File: config.mk
export PLATFORM = sky130hd
export DESIGN_NAME = packet_deframer
export DESIGN_NICKNAME = d
export VERILOG_FILES = /design/src/rtl/packet_deframer.sv
export SDC_FILE = /design/constraint.sdc
export NUM_CORES = 1
export LEC_CHECK = 0
export BUFFER_PORTS_ARGS = -buffer_cell sky130_fd_sc_hd__buf_4
export CAP_MARGIN = 15
export CORE_AREA = 2 2 97 99
export CTS_BUF_LIST = sky130_fd_sc_hd__clkbuf_16
export DETAILED_ROUTE_END_ITERATION = 8
export DIE_AREA = 0 0 99 101
export PLACE_DENSITY = 0.72
export SYNTH_ARGS = -nofsm -noshare
export SYNTH_HDL_FRONTEND = slang
export SYNTH_SLANG_ARGS = --single-unit
File: constraint.sdc
create_clock -name clk_i -period 3.6 [get_ports clk_i]
set_input_delay 0.36 -clock clk_i [delete_from_list [all_inputs] [get_ports clk_i]]
set_output_delay 0.36 -clock clk_i [all_outputs]
set_load 0.02 [all_outputs]
File: src/rtl/packet_deframer.sv
// Receive-side packet deframer: validates sync/length header and packs payload bytes into 16-bit words.
// Optional trailing CRC-8 check is enabled by defining PACKET_DEFRAMER_CRC_EN.
`timescale 1ns/1ps

module packet_deframer #(
  parameter int          MAX_PAYLOAD_BYTES = 1024,
  parameter logic [7:0]  SYNC_BYTE         = 8'hA5
) (
  input  logic        clk_i,
  input  logic        reset_i,
  input  logic [7:0]  packet_data_i,
  input  logic        packet_valid_i,
  output logic        packet_ready_o,
  input  logic        packet_start_i,
  input  logic        packet_end_i,
  output logic [15:0] word_data_o,
  output logic        word_valid_o,
  input  logic        word_ready_i,
  output logic        frame_last_o,
  output logic        frame_done_o,
  output logic        error_o,
  output logic [1:0]  error_code_o,
  output logic [15:0] packet_count_o
);

  localparam logic [15:0] MAX_LEN = 16'(MAX_PAYLOAD_BYTES);

  typedef enum logic [2:0] {
    IDLE,
    LEN_HI,
    LEN_LO,
    PAYLOAD,
`ifdef PACKET_DEFRAMER_CRC_EN
    CRC,
`endif
    DRAIN
  } state_t;

  state_t      state;
  logic [7:0]  len_hi_q;
  logic [15:0] len_q;
  logic [15:0] byte_cnt;
  logic [7:0]  half_q;

  logic        xfer;
  logic [15:0] len_word;
  logic        len_bad;
  logic        is_last;
  logic [15:0] pair_word;

  // The output register frees up in the same cycle it is consumed, so a steady stream has no bubbles.
  assign packet_ready_o = !word_valid_o | word_ready_i;
  assign xfer           = packet_valid_i & packet_ready_o;
  assign len_word       = {len_hi_q, packet_data_i};
  assign len_bad        = (len_word == 16'd0) || (len_word > MAX_LEN);
  assign is_last        = (byte_cnt == (len_q - 16'd1));
  assign pair_word      = byte_cnt[0] ? {half_q, packet_data_i} : {packet_data_i, 8'h00};

`ifdef PACKET_DEFRAMER_CRC_EN
  logic [7:0] crc_q;
  logic [7:0] crc_next;

  function automatic logic [7:0] crc8_step(input logic [7:0] crc, input logic [7:0] data);
    logic [7:0] r;
    r = crc ^ data;
    for (int i = 0; i < 8; i++) begin
      r = r[7] ? ((r << 1) ^ 8'h07) : (r << 1);
    end
    return r;
  endfunction

  assign crc_next = crc8_step(crc_q, packet_data_i);
`endif

  always_ff @(posedge clk_i) begin
    if (reset_i) begin
      state          <= IDLE;
      len_hi_q       <= 8'h00;
      len_q          <= 16'h0000;
      byte_cnt       <= 16'h0000;
      half_q         <= 8'h00;
      word_data_o    <= 16'h0000;
      word_valid_o   <= 1'b0;
      frame_last_o   <= 1'b0;
      frame_done_o   <= 1'b0;
      error_o        <= 1'b0;
      error_code_o   <= 2'd0;
      packet_count_o <= 16'h0000;
`ifdef PACKET_DEFRAMER_CRC_EN
      crc_q          <= 8'h00;
`endif
    end else begin
      frame_done_o <= 1'b0;
      error_o      <= 1'b0;
      if (word_valid_o && word_ready_i) begin
        word_valid_o <= 1'b0;
        frame_last_o <= 1'b0;
      end
      if (xfer) begin
        // A start byte always restarts header parsing, aborting any packet in flight.
        if (packet_start_i) begin
`ifdef PACKET_DEFRAMER_CRC_EN
          crc_q <= 8'h00;
`endif
          if (packet_end_i) begin
            error_o      <= 1'b1;
            error_code_o <= 2'd2;
            state        <= IDLE;
          end else if (packet_data_i == SYNC_BYTE) begin
            if (state != IDLE) begin
              error_o      <= 1'b1;
              error_code_o <= 2'd2;
            end
            state <= LEN_HI;
          end else begin
            error_o      <= 1'b1;
            error_code_o <= 2'd0;
            state        <= DRAIN;
          end
        end else begin
          case (state)
            IDLE: begin
            end
            LEN_HI: begin
`ifdef PACKET_DEFRAMER_CRC_EN
              crc_q <= crc_next;
`endif
              len_hi_q <= packet_data_i;
              if (packet_end_i) begin
                error_o      <= 1'b1;
                error_code_o <= 2'd2;
                state        <= IDLE;
              end else begin
                state <= LEN_LO;
              end
            end
            LEN_LO: begin
`ifdef PACKET_DEFRAMER_CRC_EN
              crc_q <= crc_next;
`endif
              len_q    <= len_word;
              byte_cnt <= 16'h0000;
              if (len_bad) begin
                error_o      <= 1'b1;
                error_code_o <= 2'd1;
                state        <= packet_end_i ? IDLE : DRAIN;
              end else if (packet_end_i) begin
                error_o      <= 1'b1;
                error_code_o <= 2'd2;
                state        <= IDLE;
              end else begin
                state <= PAYLOAD;
              end
            end
            PAYLOAD: begin
`ifdef PACKET_DEFRAMER_CRC_EN
              crc_q <= crc_next;
`endif
              byte_cnt <= byte_cnt + 16'd1;
              if (!byte_cnt[0]) begin
                half_q <= packet_data_i;
              end
              if (byte_cnt[0] || is_last) begin
                word_data_o  <= pair_word;
                word_valid_o <= 1'b1;
                frame_last_o <= is_last;
              end
              if (is_last) begin
`ifdef PACKET_DEFRAMER_CRC_EN
                if (packet_end_i) begin
                  error_o      <= 1'b1;
                  error_code_o <= 2'd2;
                  state        <= IDLE;
                end else begin
                  state <= CRC;
                end
`else
                if (packet_end_i) begin
                  frame_done_o   <= 1'b1;
                  packet_count_o <= packet_count_o + 16'd1;
                  state          <= IDLE;
                end else begin
                  error_o      <= 1'b1;
                  error_code_o <= 2'd3;
                  state        <= DRAIN;
                end
`endif
              end else if (packet_end_i) begin
                error_o      <= 1'b1;
                error_code_o <= 2'd2;
                state        <= IDLE;
              end
            end
`ifdef PACKET_DEFRAMER_CRC_EN
            CRC: begin
              if (packet_end_i) begin
                if (packet_data_i == crc_q) begin
                  frame_done_o   <= 1'b1;
                  packet_count_o <= packet_count_o + 16'd1;
                end else begin
                  error_o      <= 1'b1;
                  error_code_o <= 2'd3;
                end
                state <= IDLE;
              end else begin
                error_o      <= 1'b1;
                error_code_o <= 2'd3;
                state        <= DRAIN;
              end
            end
`endif
            DRAIN: begin
              if (packet_end_i) begin
                state <= IDLE;
              end
            end
            default: state <= IDLE;
          endcase
        end
      end
    end
  end

endmodule

Word level (Yosys, flattened, before mapping)
Index checks and enable logic that the tools add are counted.
{"block": "op_classes", "add_sub_neg": 3, "magnitude_cmp": 1, "eq_ne": 9, "muxes": 40, "bitwise": 7, "n_reduce_logical": 19}
{"cell": "16-bit by 1-bit adder with 16-bit output (second input constant)", "count": 2}
{"cell": "16-bit case mux with 2 select lines", "count": 1}
{"cell": "3-bit 2-to-1 mux", "count": 7}
{"cell": "2-bit 2-to-1 mux", "count": 10}
{"cell": "1-bit 2-to-1 mux", "count": 18}
{"cell": "16-bit equality test", "count": 1}
{"cell": "16-bit by 11-bit greater-than comparator with 1-bit output (second input constant)", "count": 1}
{"cell": "16-bit zero test", "count": 1}
{"cell": "16-bit 2-to-1 mux", "count": 1}
{"cell": "16-bit by 1-bit subtractor with 16-bit output (second input constant)", "count": 1}
{"cell": "3-bit case mux with 5 select lines", "count": 1}
{"cell": "4-bit AND reduction", "count": 3}
{"cell": "3-bit AND reduction", "count": 3}
{"cell": "8-bit equality test (second input constant)", "count": 1}
{"cell": "3-bit by 2-bit equality test with 1-bit output (second input constant)", "count": 2}
{"cell": "2-bit case mux with 3 select lines", "count": 1}
{"cell": "1-bit NOT", "count": 5}
{"cell": "5-bit AND reduction", "count": 1}
{"cell": "5-bit OR reduction", "count": 1}
{"cell": "4-bit by 3-bit inequality test with 1-bit output (second input constant)", "count": 1}
{"cell": "4-bit inequality test (second input constant)", "count": 1}
{"cell": "4-bit nonzero test", "count": 1}
{"cell": "3-bit by 1-bit equality test with 1-bit output (second input constant)", "count": 1}
{"cell": "3-bit equality test (second input constant)", "count": 1}
{"cell": "12 further kinds", "count": 13}
{"block": "totals", "reg_bits": 89, "output_inout_bits": 39, "word_cells": 91}

Logic depth before layout (Yosys ltp)
Gate-level depths: netlist of the first run.
{"block": "depth", "depth_word": 7, "mapped_depth": 11, "depth_no_buf": 9}

Worst setup path before layout of the first run
OpenSTA, ideal clock, no wires.
{"block": "synth_path", "path_kind": "reg-to-reg", "from": "reg len_q[0]", "to": "reg word_data_o[9]", "setup_time_ns": 0.120, "arrival_ns": 3.095, "t_required_ns": 3.480, "path_slack_ns": 0.386, "stages_incl_launch_ff": 11, "synth_period_minus_slack_ns": 3.214, "cell_sequence": "dfxtp_1 inv_1 ha_1 xor2_1 o211ai_1 or4b_2 a2111o_1 or2_2 o311a_1 buf_2 a211o_1"}
{"block": "synth_between", "elab_chain_cells": 4}
{"item": "start: declaration", "line": "41", "rtl": "logic [15:0] len_q;"}
{"item": "start signal: assignment", "line": "141", "rtl": "len_q <= len_word;"}
{"item": "16-bit by 1-bit subtractor with 16-bit output", "line": "56", "rtl": "assign is_last = (byte_cnt == (len_q - 16'd1));"}
{"item": "16-bit equality test", "line": "56"}
{"item": "1-bit logical OR", "line": "163", "rtl": "if (byte_cnt[0] || is_last) begin"}
{"item": "4-bit AND reduction (no source line)"}
{"item": "end signal: assignment", "line": "164", "rtl": "word_data_o <= pair_word;"}
{"item": "end: declaration", "line": "16", "rtl": "output logic [15:0] word_data_o,"}
No other way between the ends.
A chain may end at the register's enable or synchronous reset.

Worst setup path in the final report of the first run
{"block": "layout_path", "from": "reg len_q[1]", "to": "reg packet_count_o[11]"}
{"block": "layout_between", "elab_chain_cells": 3}
{"item": "16-bit by 1-bit subtractor with 16-bit output", "line": "56"}
{"item": "16-bit equality test", "line": "56"}
{"item": "5-bit AND reduction (no source line)"}
{"item": "end signal: assignment", "line": "180", "rtl": "packet_count_o <= packet_count_o + 16'd1;"}
{"item": "end: declaration", "line": "23", "rtl": "output logic [15:0] packet_count_o"}
No other way between the ends.

==> out/qor.yml, run 1 <==
cells_and_area:
  layout_common_cells: "dfxtp_1, nand2_1, buf_4"
  utilization: 0.573
  area_delta_synth_final_pct: 17.2
  drive_gt1_frac: 0.163
  antennaDiodeCount: 0
  final_common_cell: "dfxtp_1"
  nNetsFinal: 583
critical_path:
  r2r_slack_ns: 0.19
  crit_fanout: 32
  r2r-start: "len_q[1]"
  rr_endpoint: "packet_count_o[11]"
  path_class: "reg2reg"
  cp-start-kind: "flip-flop"
  critPathArrivalTime_ns: 3.67
  endpoint_kind: "flip-flop"
  worstPathRequired_ns: 3.87
  worstRegToRegCells: 9
floorplanning:
  die_area_um2: 10000
  rows: 35
  die_x_um: 99
  start_util: 0.489
  coreArea_um2: 8980
  io_pins: 53
  die_h_um: 101
timing:
  post-route-period-util: 0.947
  drv_slew: 0
  setup_viol: 0
  finClkSkew_ns: 0.00879
  rsz0062_at_grt: "no"
  fmax_ghz: 0.293
  worstMarginPinSlew_ns: 0.971
  hold_violations: 0
  tns_ns: 0
  fin_crit_ns: 3.41
  max_slew_margin: 0.350
hold_path:
  holdPathStages: 2
  min_from: "packet_data_i[3]"
  hold_path_class: "in2reg"
  hold_end: "word_data_o[3]"
clock_network:
  insertion_delay_ns: 0.34
  cts_max_level: 3
  cts_setup_buffers: 0
  cts_hold_buffers: 0
  clockBufferDepth: 2
  cts_tree: "yes"
  ctsResizeCount: 0
  numCtsBuffers: 9
  cts_root_buf: "clkbuf_16"
  clkTransAtPathRegs_ns: 0.07
  cts.sinks: 89
synth:
  synth-edff-count: 0
  synth_top_area_frac: 0.406
  ys.flop_type: "dfxtp_1"
  yosys_warnings: 0
  synthArstFlopShare: 0
  syn-num-nets: 541
  synth-seq-cells: 89
  yosysSeqAreaShare: 0.406
  yosys.area.top_type: "dfxtp_1"
  synthCells: 524
  avgSynthCellArea_um2: 8.37
  ys_types: 63
  syn-cell-area_um2: 4390
  ys_top_cells_by_area: "dfxtp_1, nand2_1, a21oi_1"
global_routing:
  antenna_found_initial: 0
  grt_max_degree: 62
  grt_pass1_wl_um: 17800
  grt_usage: 0.220
  grt_pass1_vias: 3690
  gr-total-overflow: 0
placed_design:
  port_buffers: 52
  place_congestion: 0.925
  dpl.hpwl_um: 7510
routing:
  vias: 3969
  drt-vias-per-instance: 5.82
  routedWlPerCell_um: 15.6
  drt_iter0_drc: 161
  drc: 0
  wl_um: 10600
  ant_nets: 0
  drt_first_pass_iters: 4
pwr:
  vdd_ir_drop_max_uv: 241
  power_density_nw_per_um2: 388
  power.leakage_uw: 0.00202
run:
  max-cap-violations: 0
outcome:
  status: "complete, no violations"
critical path, stage by stage, from the launching register on:
cell and delay [ns]:
dfxtp_1 0.35, inv_1 0.08, ha_1 0.20, nor3b_1 0.35, a21oi_1 0.10, or4b_2 0.61, a2111o_1 0.36, or3_4 0.55
or4_1 0.56, a21oi_1 0.18
area by class of cell:
cell class	instances	area (um2)
fillers	812	3840
multi-input cells	396	2430
flip-flops and latches	89	1780
repair buffers	61	458
clock buffers	9	225
well taps	111	139
clock inverters	7	67.6
inverters	9	33.8
cells by family (layout without fill, tap and decap cells):
logic type / Yosys count / after routing / synth area share
AOI/OAI and AO/OA: 116 / 116 / 0.185
xor gates and xnor gates: 32 / 32 / 0.0639
adders and majority gates: 3 / 3 / 0.00856
buffers and inverters: 39 / 86 / 0.0391
DFF: 89 / 89 / 0.406
muxes: 9 / 9 / 0.0208
and+or+nand+nor: 236 / 236 / 0.276
power by group:
part	switching [uW]	internal, uW
clock network	441	489
logic	48.6	24.1
registers	4.29	987
synthesized netlist by cell type, types with 2 or more instances:
library cell,number
dfxtp_1,89
nand2_1,74
nor2_1,48
a21oi_1,47
clkbuf_1,24
xor2_1,22
nand3_1,21
o31ai_1,16
or4_1,14
and3_1,11
and2_1,10
xnor2_1,10
inv_1,9
nor4_1,9
a221o_1,8
a22o_1,8
mux2i_1,8
nor3_1,7
nand2b_1,6
o21ai_0,6
nand4_1,5
or3_1,5
nand3b_1,4
a211oi_1,3
and4_1,3
buf_6,3
ha_1,3
nor2b_1,3
nor4b_1,3
or2_2,3
a211o_1,2
a21bo_2,2
a31oi_1,2
buf_2,2
nor3_2,2
nor3b_1,2
o311a_1,2
o32ai_1,2
o41ai_1,2
through the flow:
stage	hold WS [ns]	total power, uW	std cells	instance area (um2)	setup WS, ns
2_1_floorplan	0.432	1050	524	4390	0.386
3_3_place_gp	0.437	1080	666	4850	0.264
3_5_place_dp	0.443	1090	666	4850	0.154
4_1_cts	0.298	2000	682	5140	0.150
5_1_grt	0.304	2050	682	5140	0.0143
6_report	0.302	1990	682	5140	0.191
registers in the layout (all words and copies together) (netlist names):
name and flops:
packet_count_o 16, frame_last_o 1, half_q 8, error_o 1
word_data_o 16, frame_done_o 1, error_code_o 2, len_q 16
len_hi_q 8, state 3, byte_cnt 16, word_valid_o 1
layer usage:
layer  up-vias  global-route usage  wire length [um]
li1       1989                   -                 -
met2        91               0.359              5100
met5         -                   0                 0
met1      1875               0.292              4920
met3        14              0.0451               466
met4         0              0.0717               154
how the worst max path moves through the flow:
stage	start	to	cells past startpoint
6_report	len_q[1]	packet_count_o[11]	9
5_1_grt	len_q[1]	packet_count_o[11]	9
4_1_cts	len_q[1]	word_data_o[12]	9
3_5_place_dp	len_q[1]	word_data_o[8]	9
3_3_place_gp	len_q[1]	word_data_o[8]	9
2_1_floorplan	len_q[0]	word_data_o[9]	10
Note: power is estimated with default switching activity, not from simulation.
==> inputs of run 2 (changes only) <==
==> constraint.sdc (replaced) <==
create_clock -name clk_i -period 4.2 [get_ports clk_i]
set_input_delay 0.42 -clock clk_i [delete_from_list [all_inputs] [get_ports clk_i]]
set_output_delay 0.42 -clock clk_i [all_outputs]
set_load 0.02 [all_outputs]
==> out/qor.yml, run 2 (synthesis results as in run 1) <==
cells_and_area:
  antennaDiodeCount: 0  # unchanged
  drive_gt1_frac: 0.152  # was 0.163
  fin_area_um2: 5100  # was 5140 um2
  nNetsFinal: 577  # was 583
  layout_common_cells: "dfxtp_1, nand2_1, buf_4"  # unchanged
  final_common_cell: "dfxtp_1"  # unchanged
  area_delta_synth_final_pct: 16.2  # was 17.2%
routing:
  ant_nets: 0  # unchanged
  drt_first_pass_iters: 6  # was 4
  vias: 4022  # was 3,969
  drt_iter0_drc: 210  # was 161
  drc: 0  # unchanged
  drt-vias-per-instance: 5.95  # was 5.82
  routedWlPerCell_um: 16.2  # was 15.6 um
  wl_um: 10900  # was 10,600 um
clock_network:
  numCtsBuffers: 9  # unchanged
  cts_setup_buffers: 0  # unchanged
  ctsResizeCount: 0  # unchanged
  cts_root_buf: "clkbuf_16"  # unchanged
  cts.sinks: 89  # unchanged
  cts_max_level: 3  # unchanged
  insertion_delay_ns: 0.35  # was 0.34 ns
  clockBufferDepth: 2  # unchanged
  cts_tree: "yes"  # unchanged
  clkTransAtPathRegs_ns: 0.07  # about the same
  cts_hold_buffers: 0  # unchanged
hold_path:
  min_from: "packet_data_i[4]"  # was packet_data_i[3]
  holdPathStages: 2  # unchanged
  hold_path_class: "in2reg"  # unchanged
  hold_end: "word_data_o[4]"  # was word_data_o[3]
placed_design:
  dpl.hpwl_um: 7500  # was 7510 um
  place_congestion: 0.994  # was 0.925
  pre_cts_ws_ns: 0.733  # was 0.154 ns
  port_buffers: 52  # unchanged
  dpl_cell_area_um2: 4800  # was 4850 um2
timing:
  max_slew_margin: 0.310  # was 0.350
  tns_ns: 0  # unchanged
  finClkSkew_ns: 0.0116  # was 0.00879 ns
  worstMarginPinSlew_ns: 1.03  # was 0.971 ns
  post-route-period-util: 0.833  # was 0.947
  fmax_ghz: 0.286  # was 0.293 GHz
  rsz0062_at_grt: "no"  # unchanged
  fin_crit_ns: 3.50  # was 3.41 ns
  worst_slack_ns: 0.703  # was 0.191 ns
  setup_viol: 0  # unchanged
  hold_violations: 0  # unchanged
  drv_slew: 0  # unchanged
global_routing:
  grt_pass1_wl_um: 17900  # was 17,800 um
  antenna_found_initial: 0  # unchanged
  gr-total-overflow: 0  # unchanged
  grt_usage: 0.220  # about the same
  grt_pass1_vias: 3638  # was 3,690
  grt_max_degree: 62  # unchanged
critical_path:
  cp-start-kind: "flip-flop"  # unchanged
  critPathArrivalTime_ns: 3.73  # was 3.67 ns
  endpoint_kind: "flip-flop"  # unchanged
  crit_fanout: 16  # was 32
  r2r-start: "len_q[0]"  # was len_q[1]
  rr_endpoint: "word_data_o[12]"  # was packet_count_o[11]
  r2r_slack_ns: 0.70  # was 0.19 ns
  worstPathRequired_ns: 4.43  # was 3.87 ns
  path_class: "reg2reg"  # unchanged
  worstRegToRegCells: 9  # unchanged
run:
  max-cap-violations: 0  # unchanged
floorplanning:
  die_area_um2: 10000  # unchanged
  die_x_um: 99  # unchanged
  start_util: 0.489  # unchanged
  coreArea_um2: 8980  # unchanged
  die_h_um: 101  # unchanged
  rows: 35  # unchanged
  io_pins: 53  # unchanged
pwr:
  power.leakage_uw: 0.00198  # was 0.00202 uW
  power_density_nw_per_um2: 335  # was 388 nW/um2
  vdd_ir_drop_max_uv: 210  # was 241 uV
outcome:
  status: "complete, no violations"  # unchanged
## run 2: changes by cell type in the layout (fill, tap and decap cells not counted), sizes merged
cell    delta
clkinv     +1
inv        -1
buf        -6
## run 2: final cells by class
| type | instances | area [um2] |
|---|---|---|
| inverters | 9 | 33.8 |
| multi-input cells | 396 | 2430 |
| clock inverters | 7 | 70.1 |
| repair buffers | 55 | 413 |
| clock buffers | 9 | 225 |
| flip-flops and latches | 89 | 1780 |
| well taps | 111 | 139 |
| fillers | 821 | 3880 |
## run 2: worst max-delay path by stage
stage	start	end	depth (start not counted)
global route	len_q[0]	word_data_o[15]	9
finish	len_q[0]	word_data_o[12]	9
floorplan	len_q[0]	word_data_o[14]	10
CTS	len_q[0]	word_data_o[11]	9
global placement	len_q[0]	word_data_o[13]	9
detailed placement	len_q[0]	word_data_o[11]	9
## run 2: per-stage QoR
step,hold slack (ns),util,cells,total power [uW]
3_5_place_dp,0.442,0.535,660,930
5_1_grt,0.363,0.568,676,1750
4_1_cts,0.355,0.568,676,1720
6_report,0.359,0.568,676,1710
2_1_floorplan,0.432,-,524,901
3_3_place_gp,0.437,0.535,660,930
## run 2: worst max-delay path, stage by stage (launching register included)
cell	delay (ns)
dfxtp_1	0.37
inv_1	0.08
ha_1	0.21
nor3b_1	0.32
a21oi_1	0.10
or4b_2	0.61
a2111o_1	0.38
or2_2	0.33
o311a_1	0.56
a221o_1	0.42
## run 2: power breakdown
group	total, uW	switching, uW	internal [uW]
clock network	796	378	418
registers	849	3.56	846
logic	61.7	41.2	20.5
## run 2: per-layer routing
layer / track usage / part of all wire
met1: 0.296 / 0.47
met2: 0.357 / 0.47
met3: 0.0381 / 0.041
met4: 0.0801 / 0.019
met5: 0 / 0
